==> src/rtl/ddr3_port_arbiter.sv <==
// Round-robin arbiter that hands one DDR3 bridge port to one of NUM_REQ requesters.
// Optional idle-owner forced release is enabled by defining DDR3_ARB_TIMEOUT_EN.
module ddr3_port_arbiter #(
    parameter int NUM_REQ        = 4,
    parameter int TIMEOUT_CYCLES = 4096
) (
    input  logic                  clk,
    input  logic                  reset_n,
    input  logic [NUM_REQ-1:0]    req,
    input  logic [NUM_REQ*28-1:0] req_addr,
    input  logic [NUM_REQ-1:0]    req_rd,
    input  logic [NUM_REQ-1:0]    req_wr,
    input  logic [NUM_REQ*8-1:0]  req_din,
    output logic [NUM_REQ-1:0]    gnt,
    output logic [NUM_REQ-1:0]    req_ready,
    output logic [27:0]           ddr3_addr,
    output logic                  ddr3_rd,
    output logic                  ddr3_wr,
    output logic [7:0]            ddr3_din,
    output logic                  ddr3_request,
    input  logic                  ddr3_ready,
    output logic                  timeout
);

    localparam int PTR_W = $clog2(NUM_REQ);

    typedef enum logic [1:0] {
        ST_IDLE    = 2'd0,
        ST_GRANT   = 2'd1,
        ST_DRAIN   = 2'd2,
        ST_RELEASE = 2'd3
    } state_t;

    state_t             state_r, state_s;
    logic [NUM_REQ-1:0] gnt_r, gnt_s;
    logic [PTR_W-1:0]   ptr_r, ptr_s;
    logic               ddr3_request_r, ddr3_request_s;
    logic               timeout_s;
    logic               force_rel_s;

    logic [NUM_REQ-1:0] avail_s;
    logic [NUM_REQ-1:0] win_oh_s;
    logic               win_found_s;
    logic [PTR_W-1:0]   win_ptr_s;

    logic               owner_req_s, owner_rd_s, owner_wr_s;
    logic [27:0]        owner_addr_s;
    logic [7:0]         owner_din_s;

    // Round-robin pick: scan from the pointer to the top, then wrap to the bottom.
    always_comb begin
        win_oh_s    = '0;
        win_found_s = 1'b0;
        win_ptr_s   = '0;
        for (int i = 0; i < NUM_REQ; i++) begin
            if (!win_found_s && (i >= int'(ptr_r)) && avail_s[i]) begin
                win_found_s = 1'b1;
                win_oh_s[i] = 1'b1;
                win_ptr_s   = (i == NUM_REQ - 1) ? '0 : PTR_W'(i + 1);
            end else begin
                win_found_s = win_found_s;
            end
        end
        for (int i = 0; i < NUM_REQ; i++) begin
            if (!win_found_s && (i < int'(ptr_r)) && avail_s[i]) begin
                win_found_s = 1'b1;
                win_oh_s[i] = 1'b1;
                win_ptr_s   = (i == NUM_REQ - 1) ? '0 : PTR_W'(i + 1);
            end else begin
                win_found_s = win_found_s;
            end
        end
    end

    // AND-OR select of the owner's request, strobes and data via the one-hot grant.
    always_comb begin
        owner_req_s  = 1'b0;
        owner_rd_s   = 1'b0;
        owner_wr_s   = 1'b0;
        owner_addr_s = 28'd0;
        owner_din_s  = 8'd0;
        for (int i = 0; i < NUM_REQ; i++) begin
            owner_req_s  = owner_req_s | (req[i] & gnt_r[i]);
            owner_rd_s   = owner_rd_s | (req_rd[i] & gnt_r[i]);
            owner_wr_s   = owner_wr_s | (req_wr[i] & gnt_r[i]);
            owner_addr_s = owner_addr_s | (req_addr[28*i +: 28] & {28{gnt_r[i]}});
            owner_din_s  = owner_din_s | (req_din[8*i +: 8] & {8{gnt_r[i]}});
        end
    end

    // Next-state, next-grant and round-robin pointer update.
    always_comb begin
        state_s   = state_r;
        gnt_s     = gnt_r;
        ptr_s     = ptr_r;
        timeout_s = 1'b0;
        case (state_r)
            ST_IDLE: begin
                if (win_found_s) begin
                    gnt_s   = win_oh_s;
                    ptr_s   = win_ptr_s;
                    state_s = ST_GRANT;
                end else begin
                    state_s = ST_IDLE;
                end
            end
            ST_GRANT: begin
                if (!owner_req_s) begin
                    if (ddr3_ready) begin
                        gnt_s   = '0;
                        state_s = ST_RELEASE;
                    end else begin
                        state_s = ST_DRAIN;
                    end
                end else if (force_rel_s) begin
                    gnt_s     = '0;
                    timeout_s = 1'b1;
                    state_s   = ST_RELEASE;
                end else begin
                    state_s = ST_GRANT;
                end
            end
            ST_DRAIN: begin
                if (ddr3_ready) begin
                    gnt_s   = '0;
                    state_s = ST_RELEASE;
                end else begin
                    state_s = ST_DRAIN;
                end
            end
            ST_RELEASE: begin
                gnt_s   = '0;
                state_s = ST_IDLE;
            end
            default: begin
                gnt_s   = '0;
                state_s = ST_IDLE;
            end
        endcase
        ddr3_request_s = (state_s == ST_GRANT) || (state_s == ST_DRAIN);
    end

    // Arbiter state registers; reset abandons any access without draining.
    always_ff @(posedge clk or negedge reset_n) begin
        if (!reset_n) begin
            state_r        <= ST_IDLE;
            gnt_r          <= '0;
            ptr_r          <= '0;
            ddr3_request_r <= 1'b0;
        end else begin
            state_r        <= state_s;
            gnt_r          <= gnt_s;
            ptr_r          <= ptr_s;
            ddr3_request_r <= ddr3_request_s;
        end
    end

`ifdef DDR3_ARB_TIMEOUT_EN
    localparam int CNT_W = $clog2(TIMEOUT_CYCLES + 1);

    logic [CNT_W-1:0]   cnt_r;
    logic [NUM_REQ-1:0] mask_r;
    logic               timeout_r;
    logic               owner_idle_s;

    assign owner_idle_s = ~owner_rd_s & ~owner_wr_s & ddr3_ready;
    assign force_rel_s  = (state_r == ST_GRANT) && owner_idle_s &&
                          (cnt_r == CNT_W'(TIMEOUT_CYCLES - 1));
    assign avail_s      = req & ~mask_r;
    assign timeout      = timeout_r;

    // Idle-owner counter, timed-out owner mask and timeout pulse.
    always_ff @(posedge clk or negedge reset_n) begin
        if (!reset_n) begin
            cnt_r     <= '0;
            mask_r    <= '0;
            timeout_r <= 1'b0;
        end else begin
            if ((state_r != ST_GRANT) || !owner_idle_s) begin
                cnt_r <= '0;
            end else if (cnt_r != CNT_W'(TIMEOUT_CYCLES - 1)) begin
                cnt_r <= cnt_r + CNT_W'(1);
            end else begin
                cnt_r <= cnt_r;
            end
            // A masked requester is only released once it lowers its request.
            mask_r    <= (mask_r & req) | (timeout_s ? gnt_r : '0);
            timeout_r <= timeout_s;
        end
    end
`else
    logic unused_timeout_s;

    assign force_rel_s      = 1'b0;
    assign avail_s          = req;
    assign timeout          = 1'b0;
    assign unused_timeout_s = timeout_s ^ (TIMEOUT_CYCLES == 0);
`endif

    assign gnt          = gnt_r;
    assign req_ready    = gnt_r & {NUM_REQ{ddr3_ready}};
    assign ddr3_request = ddr3_request_r;
    assign ddr3_rd      = (state_r == ST_GRANT) & owner_rd_s;
    assign ddr3_wr      = (state_r == ST_GRANT) & owner_wr_s;
    assign ddr3_addr    = owner_addr_s;
    assign ddr3_din     = owner_din_s;

endmodule

==> config.mk <==
export PLATFORM = sky130hd
export DESIGN_NAME = ddr3_port_arbiter
export DESIGN_NICKNAME = d
export VERILOG_FILES = /design/src/rtl/ddr3_port_arbiter.sv
export SDC_FILE = /design/constraint.sdc
export NUM_CORES = 1
export LEC_CHECK = 0
export CORE_ASPECT_RATIO = 1.75
export CORE_MARGIN = 2
export CORE_UTILIZATION = 25
export CTS_CLUSTER_DIAMETER = 150
export DETAILED_ROUTE_END_ITERATION = 8
export GPL_TIMING_DRIVEN = 0
export PLACE_DENSITY = 0.83
export SETUP_SLACK_MARGIN = 0.05
export SKIP_LAST_GASP = 1
export SYNTH_ARGS = -nofsm -noshare
export SYNTH_HDL_FRONTEND = slang
export SYNTH_SLANG_ARGS = --single-unit
export TNS_END_PERCENT = 20
==> constraint.sdc <==
create_clock -name clk -period 1.7 [get_ports clk]
set_input_delay 0.51 -clock clk [delete_from_list [all_inputs] [get_ports clk]]
set_output_delay 0.51 -clock clk [all_outputs]
set_load 0.02 [all_outputs]
==> flow_summary.ini <==
[run_status]
status = finished with violations
violations = setup timing

[pwr]
combPwrFrac_pct = 89.1
power_density_nw_per_um2 = 1560
total_leakage_power_nw = 1.67
power.share.clock_pct = 4.2
p_switching_w = 0.00320
ir_drop_v = 0.000980
p_sw_share_pct = 49.7
power_frac_seq_pct = 6.7
internal_power_w = 0.00324

[final_layout]
syn_to_final_growth_pct = 180
diodes = 0
multiInputGateArea_um2 = 1420
layout-drive-gt1-share_pct = 33.8
instances_no_fill = 495
nets = 581
regArea_um2 = 228
fillers = 462
final_core_util_pct = 71.3
fin_area_um2 = 4130

[yosys]
synth_cell_types = 35
ys_warn_count = 0
syn_inst = 206
yosysSeqAreaShare_pct = 15.3
netlist_area_um2 = 1470
ys_ff_latch = 9
synth_fp_nets = 369
syn_avg_cell_area_um2 = 7.15

[detailed_routing]
routed_wl_mm = 8.86
first_pass_iters = 4
route.vias.total = 2623
drc = 0
drtIter0Drc = 80
wl_per_cell_um = 17.9
ant_nets = 0
vias_per_cell = 5.30

[global_route]
grt_pass1_vias = 2737
antenna_found_initial = 0
grt_max_degree = 11
overflow = 0
gr-usage-all-layers_pct = 25.6
grt_pass1_wl_mm = 12.9

[critical_path]
cp-start-kind = flip-flop
cp_top_family = buffers and inverters
critPathKind = flip-flop to output pin
critPathMaxFanout = 6
crit_required_ns = 1.19
critical-path-max-stage-delay_ns = 0.41
critPathBufInv = 3
critical_path.slowest_cell = dfrtp_2
critPathCaptureType = output pin
worstPathArrival_ns = 1.38
cp_cell_sequence = buf_8 > clkbuf_16 > a22oi_2 > a21boi_2 > buf_4

[place]
dp_cells = 488
hpwl_mm = 6.98
port_buffers = 204
place_area_um2 = 3630
finalWeightedCongestion = 0.823

[clocking]
hold_buffers = 0
path_clk_slew_ns = 0.05
clock-root-buffer = clkbuf_8
cts_buffers = 3
cts_tree = yes
clk-insertion-delay-late_ns = 0.24
cts.sinks = 9
cts_max_level = 1
clock_path_buffers = 2

[sta]
setup_viol = 53
setup_tns_ns = -7.90
period_share_pct = 111
slew_viol_final = 0
fmax_mhz = 528
setup_ws_ns = -0.194
whs_ns = 0.575
clock_skew_ns = 0.00228
min_period_ns = 1.89
hold_viol = 0
rsz0062_at_grt = yes

[floorplan]
coreArea_um2 = 5790
ios = 207
num_rows = 37
start_util_pct = 25.4
dieArea_um2 = 6540
die_h_um = 106
die_x_um = 62.0

[job]
cap_violations = 0

[worst_hold_path]
hold_path_class = primary input to flip-flop
## synth_stat cells, drive strengths merged
cell / number / area (µm²)
nor4: 1 / 6.26
a221o: 1 / 11.3
o22ai: 1 / 6.26
nand2: 38 / 145
or3b: 1 / 8.76
o21ai: 8 / 43.8
dfrtp: 9 / 225
inv: 10 / 37.5
o2bb2ai: 2 / 17.5
a211o: 1 / 8.76
ha: 4 / 50.1
a222oi: 1 / 10.0
a22oi: 78 / 596
nor2b: 2 / 12.5
o31a: 1 / 8.76
buf: 4 / 41.3
a21o: 1 / 7.51
nor3: 1 / 5.00
and2: 4 / 25.0
clkbuf: 18 / 67.6
o211ai: 1 / 7.51
a221oi: 1 / 15.0
xor2: 1 / 8.76
mux2i: 2 / 20.0
nand3b: 1 / 7.51
a211oi: 4 / 30.0
nor2: 4 / 15.0
a21boi: 2 / 15.0
nand4: 1 / 6.26
a21oi: 2 / 10.0
conb: 1 / 3.75
## sequential cells by signal, summed over array words and instances (netlist names)
register / cells
ddr3_request: 1
state_r: 2
gnt: 4
ptr_r: 2
## area by class of cell
| cell class | count | area share (%) |
|---|---|---|
| multi-input cells | 165 | 34.4 |
| repair buffers | 207 | 48.0 |
| inverters | 10 | 0.910 |
| well taps | 78 | 2.37 |
| clock buffers | 4 | 1.09 |
| flip-flops and latches | 9 | 5.52 |
| plain buffers | 22 | 7.70 |
## cell usage in the layout, fill, tap and decap left out, drive strengths merged, types with 2 or more instances in the layout
cell type | synthesis | layout
clkdlybuf4s50 | 0 | 158
a22oi | 78 | 78
buf | 4 | 57
nand2 | 38 | 38
inv | 10 | 10
clkbuf | 18 | 10
dfrtp | 9 | 9
o21ai | 8 | 8
a211oi | 4 | 4
and2 | 4 | 4
nor2 | 4 | 4
dlygate4sd2 | 0 | 4
clkdlybuf4s15 | 0 | 4
ha | 4 | 4
a21oi | 2 | 2
a21boi | 2 | 2
nor2b | 2 | 2
o2bb2ai | 2 | 2
mux2i | 2 | 2
## path summary, 6_finish.rpt
check	start	endpoint	slack (ns)	cells after the start
worst max-delay path	gnt[0]	ddr3_rd	-0.19	5
worst min register to register	state_r[0]	state_r[1]	0.63	1
worst max register to register	gnt[0]	gnt[0]	0.03	6
worst min-delay path	req[1]	ptr_r[1]	0.57	3
max in group asynchronous	reset_n	gnt[2]	0.76	1
min in group asynchronous	reset_n	gnt[3]	0.59	1
## cells by family after synthesis
group / Yosys count / synth area share (%)
xor gates and xnor gates: 1 / 0.595
other: 1 / 0.255
AOI/OAI and AO/OA: 104 / 53.4
buffers and inverters: 32 / 9.94
and+or+nand+nor: 53 / 15.7
muxes: 2 / 1.36
adders and majority gates: 4 / 3.40
DFF: 9 / 15.3
## per-layer routing
layer | track usage [%] | vias to the layer above | routed length [µm]
met5 | 0 | - | 0
met4 | 6.69 | 0 | 200
met3 | 5.89 | 19 | 922
met2 | 50.1 | 158 | 5050
met1 | 24.1 | 1229 | 2680
li1 | - | 1217 | -
## power by group through the flow
stage / Clock, W / Combinational (W) / Sequential, W
finish: 0.000269 / 0.00574 / 0.000431
global route: 0.000278 / 0.00615 / 0.000443
CTS: 0.000266 / 0.00506 / 0.000417
detailed placement: 0 / 0.00505 / 0.000416
global placement: 0 / 0.00497 / 0.000407
floorplan: 0 / 0.00268 / 0.000465
## per-stage QoR
| step | power (W) | worst slack (ns) |
|---|---|---|
| after floorplan | 0.00314 | 0.0595 |
| after detailed placement | 0.00547 | -0.673 |
| after global placement | 0.00537 | -0.642 |
| final | 0.00644 | -0.194 |
| after global routing | 0.00687 | -0.238 |
| after CTS | 0.00574 | -0.197 |
## worst min-delay path, cell delays in order
cell	delay (ns)
buf_6	0.12
o21ai_0	0.07
a21oi_1	0.07
## timing repair
action | in CTS | in global routing
hold endpoints to repair | 0 | 0
gates cloned | 0 | 1
buffers inserted | 0 | 2
pin swaps | 4 | 15
endpoints found under the setup margin | 55 | 55
resized for setup | 249 | 75
Note: power is estimated with default switching activity, not from simulation.
